==> config.mk <==
export PLATFORM = sky130hd
export DESIGN_NAME = phase_fetch
export DESIGN_NICKNAME = d
export VERILOG_FILES = /design/src/rtl/phase_fetch.sv
export SDC_FILE = /design/constraint.sdc
export NUM_CORES = 1
export LEC_CHECK = 0
export ABC_AREA = 0
export BUFFER_PORTS_ARGS = -buffer_cell sky130_fd_sc_hd__buf_2
export CAP_MARGIN = 25
export CORE_AREA = 2 2 39 41
export CTS_CLUSTER_SIZE = 25
export DETAILED_ROUTE_END_ITERATION = 10
export DIE_AREA = 0 0 41 43
export GPL_ROUTABILITY_DRIVEN = 1
export GPL_TIMING_DRIVEN = 0
export HOLD_SLACK_MARGIN = 0.02
export PLACE_DENSITY = 0.58
export SETUP_SLACK_MARGIN = 0.2
export SLEW_MARGIN = 25
export SYNTH_ARGS = -nofsm -noshare
export SYNTH_HDL_FRONTEND = slang
export SYNTH_SLANG_ARGS = --single-unit
export TNS_END_PERCENT = 50
==> constraint.sdc <==
create_clock -name clk -period 1 [get_ports clk]
set_clock_uncertainty 0.15 [all_clocks]
set_input_delay 0.05 -clock clk [delete_from_list [all_inputs] [get_ports clk]]
set_output_delay 0.05 -clock clk [all_outputs]
set_load 0.01 [all_outputs]
==> src/rtl/phase_fetch.sv <==
// Two-phase fetch unit: alternates fetch/execute each clock and latches
// the instruction byte from program memory on every fetch edge.
module phase_fetch #(
    parameter int INSTR_W = 4,
    parameter int OPER_W  = 4
) (
    input  logic                      clk,
    input  logic                      reset,
    input  logic [INSTR_W+OPER_W-1:0] D,
    output logic                      phase,
    output logic [INSTR_W-1:0]        instruction,
    output logic [OPER_W-1:0]         operand
);

    localparam int W = INSTR_W + OPER_W;

    logic         phase_q;
    logic         phase_d;
    logic [W-1:0] fetch_q;
    logic [W-1:0] fetch_d;

    // Capture only on edges that close a fetch phase; hold during execute.
    always_comb begin
        phase_d = ~phase_q;
        fetch_d = fetch_q;
        if (phase_q) begin
            fetch_d = D;
        end
    end

    always_ff @(posedge clk or negedge reset) begin
        if (!reset) begin
            phase_q <= 1'b0;
            fetch_q <= '0;
        end else begin
            phase_q <= phase_d;
            fetch_q <= fetch_d;
        end
    end

    assign phase       = phase_q;
    assign instruction = fetch_q[W-1:OPER_W];
    assign operand     = fetch_q[OPER_W-1:0];

endmodule

==> qor.csv <==
stage,metric,value,unit
clock_network,holdBufCountCts,1,
finish,drive_gt1_share,71.4,%
finish,stdcell_count,58,
placed_design,dp.cells,53,
clock_network,cts.clk_slew.worst_paths,0.06,ns
floorplan,initial_core_util,26.0,%
worst_setup_path,cp_slowest_cell,dfrtp_1,
finish,final_common_cell,buf_2,
grt,grt_pass1_vias,250,
worst_setup_path,required,0.98,ns
clock_network,clock_path_buffers,2,
sta,fin_hold_ws,-0.121,ns
sta,worst_slew_pin_slew,0.200,ns
routing,vias,225,
finish,antenna_cells,0,
placed_design,hpwlAfterDp,499,um
finish,final_cell_mix,"buf_2 (17), dfrtp_1 (9), mux2_4 (8), clkbuf_4 (3), buf_6 (2)",
outcome,violations,"hold timing, setup timing",
floorplan,rows,14,
worst_setup_path,endpoint_kind,register,
grt,grt_util_met3,3.14,%
floorplan,io_pins,19,
finish,syn_to_final_growth,42.4,%
sta,period_share,110,%
floorplan,dieArea,1760,sq um
power,pwr-share-seq,53.2,%
routing,drt-pass1-iter-count,1,
grt,grt-busiest-layer,met2,
min_path,min_path_cells,2,
synth,syn-cell-area,360,sq um
power,p_int,0.583,mW
worst_setup_path,critPathMaxStageDelay,0.38,ns
synth,ys_ff_latch,9,
grt,grtUsageTotal,9.73,%
power,switchingPower,0.151,mW
clock_network,postCtsSetupBuffers,0,
sta,slew_headroom,86.7,%
synth,synth_area_leaders,"dfrtp_1 (63%), mux2_4 (33%), buf_6 (3.1%), inv_1 (1.0%)",
power,p_per_area,1430,nW/um^2
finish,nets,53,
placed_design,place_congestion,0.672,
floorplan,die_h,43,um
worst_setup_path,cp_cell_sequence,buf_6 -> mux2_4,
sta,finalHoldViolations,8,
sta,setup_slack,-0.102,ns
synth,yosysWarnings,0,
power,switching_share,20.6,%
grt,grt-ovfl-total,0,
placed_design,portBuffers,18,
synth,synth_nets,29,
synth,synth.distinct_cells,4,
min_path,hold_path_class,primary input to register,
clock_network,cts_root_buffer,clkbuf_4,
sta,finalSetupViolations,8,
clock_network,htreeDepth,1,
sta,drv_slew,0,
grt,antenna_found_initial,0,
grt,use_met1,11.9,%
clock_network,cts_tree,yes,
routing,wl_per_cell,11.2,um
floorplan,chipWidth,41,um
synth,synth_largest_area_cell,dfrtp_1,
placed_design,place_ws,-0.101,ns
grt,grt_pass1_wl,1.09,mm
routing,ant_nets,0,
run,max-cap-violations,0,
power,combPwrFrac,10.7,%
outcome,status,"complete, but fails checks",
synth,syn_inst,19,
routing,drt_iter0_drc,0,
worst_setup_path,setup.worst_path.start_class,register,
power,leakage,0.287,nW
clock_network,cts_buffers,3,
clock_network,clock-sinks,9,
worst_setup_path,path_class,register to register,
synth,syn_area_per_cell,19.0,sq um
grt,use_met2,14.1,%
worst_setup_path,critPathArrivalTime,1.09,ns
power,peakVddDrop,0.454,mV
synth,seq_area_frac_synth,62.5,%
routing,finalWirelength,650,um
power,p_clk_share,36.1,%
grt,grt_max_degree,10,
routing,drc,0,
sta,fin_tns_setup,-0.772,ns
worst_setup_path,reg2reg_depth,2,
sta,grt_setup_unrepaired,yes,
floorplan,core,1380,sq um
worst_setup_path,worst-path-max-fanout,9,
clock_network,clock_latency,0.25,ns
sta,min_period,1.10,ns
sta,fmax,907,MHz
finish,utilization,37.1,%
synth,synth.top_cell.area_share,62.5,%
routing,vias_per_cell,3.88,
==> stage by stage <==
stage / power, mW / area (sq um)
after floorplan: 0.428 / 360
after global routing: 0.769 / 513
after global placement: 0.469 / 470
after detailed placement: 0.471 / 470
final: 0.734 / 513
after CTS: 0.747 / 507
==> logic make-up after synthesis <==
family	share of synthesized area [%]
buffers and inverters	4.17
DFF	62.5
muxes	33.3
==> area by class of cell <==
class	instances	area, sq um
sequential	9	225
multi-input combinational	8	120
clock buffer	4	26.3
buffer	1	11.3
tap	16	20.0
timing repair buffer	19	106
fill	148	871
inverter	1	3.75
==> power by group through the flow <==
stage / combinational (mW) / clock (mW) / sequential [mW]
after floorplan: 0.0239 / 0 / 0.404
after global placement: 0.0733 / 0 / 0.396
after detailed placement: 0.0751 / 0 / 0.396
after CTS: 0.0784 / 0.278 / 0.391
after global routing: 0.0870 / 0.290 / 0.393
final: 0.0783 / 0.265 / 0.391
==> state kept, by name (all words and copies together), names as in the netlist <==
| name | cells |
|---|---|
| phase | 1 |
| fetch_q | 8 |
==> path summary, 6_finish.rpt <==
kind                            start          to  slack [ns]
min in group asynchronous       reset  fetch_q[5]        0.02
max                             phase  fetch_q[0]       -0.10
max in group asynchronous       reset  fetch_q[1]        0.51
min                              D[4]  fetch_q[4]       -0.12
min reg2reg                fetch_q[1]  fetch_q[1]        0.36
max reg2reg                     phase  fetch_q[0]       -0.10
==> synthesized netlist by cell type <==
master,count
mux2_4,8
buf_6,1
dfrtp_1,9
inv_1,1
==> metal layers <==
layer	up-vias	wire, um
met5	-	0
met4	0	0
met3	0	9
met2	3	373
met1	112	267
li1	110	-
==> worst max-delay path, delay by kind of cell, from the launching register on <==
| kind | cells | cell delay, ns |
|---|---|---|
| multiplexers | 1 | 0.30 |
| buffers and inverters | 1 | 0.16 |
| flip-flops | 1 | 0.38 |
==> what timing repair did <==
item	in CTS	in global routing
gates resized for setup	0	1
endpoints found under the hold margin	17	8
endpoints found under the setup margin	18	18
No activity file was read; power rests on OpenSTA's default activity.
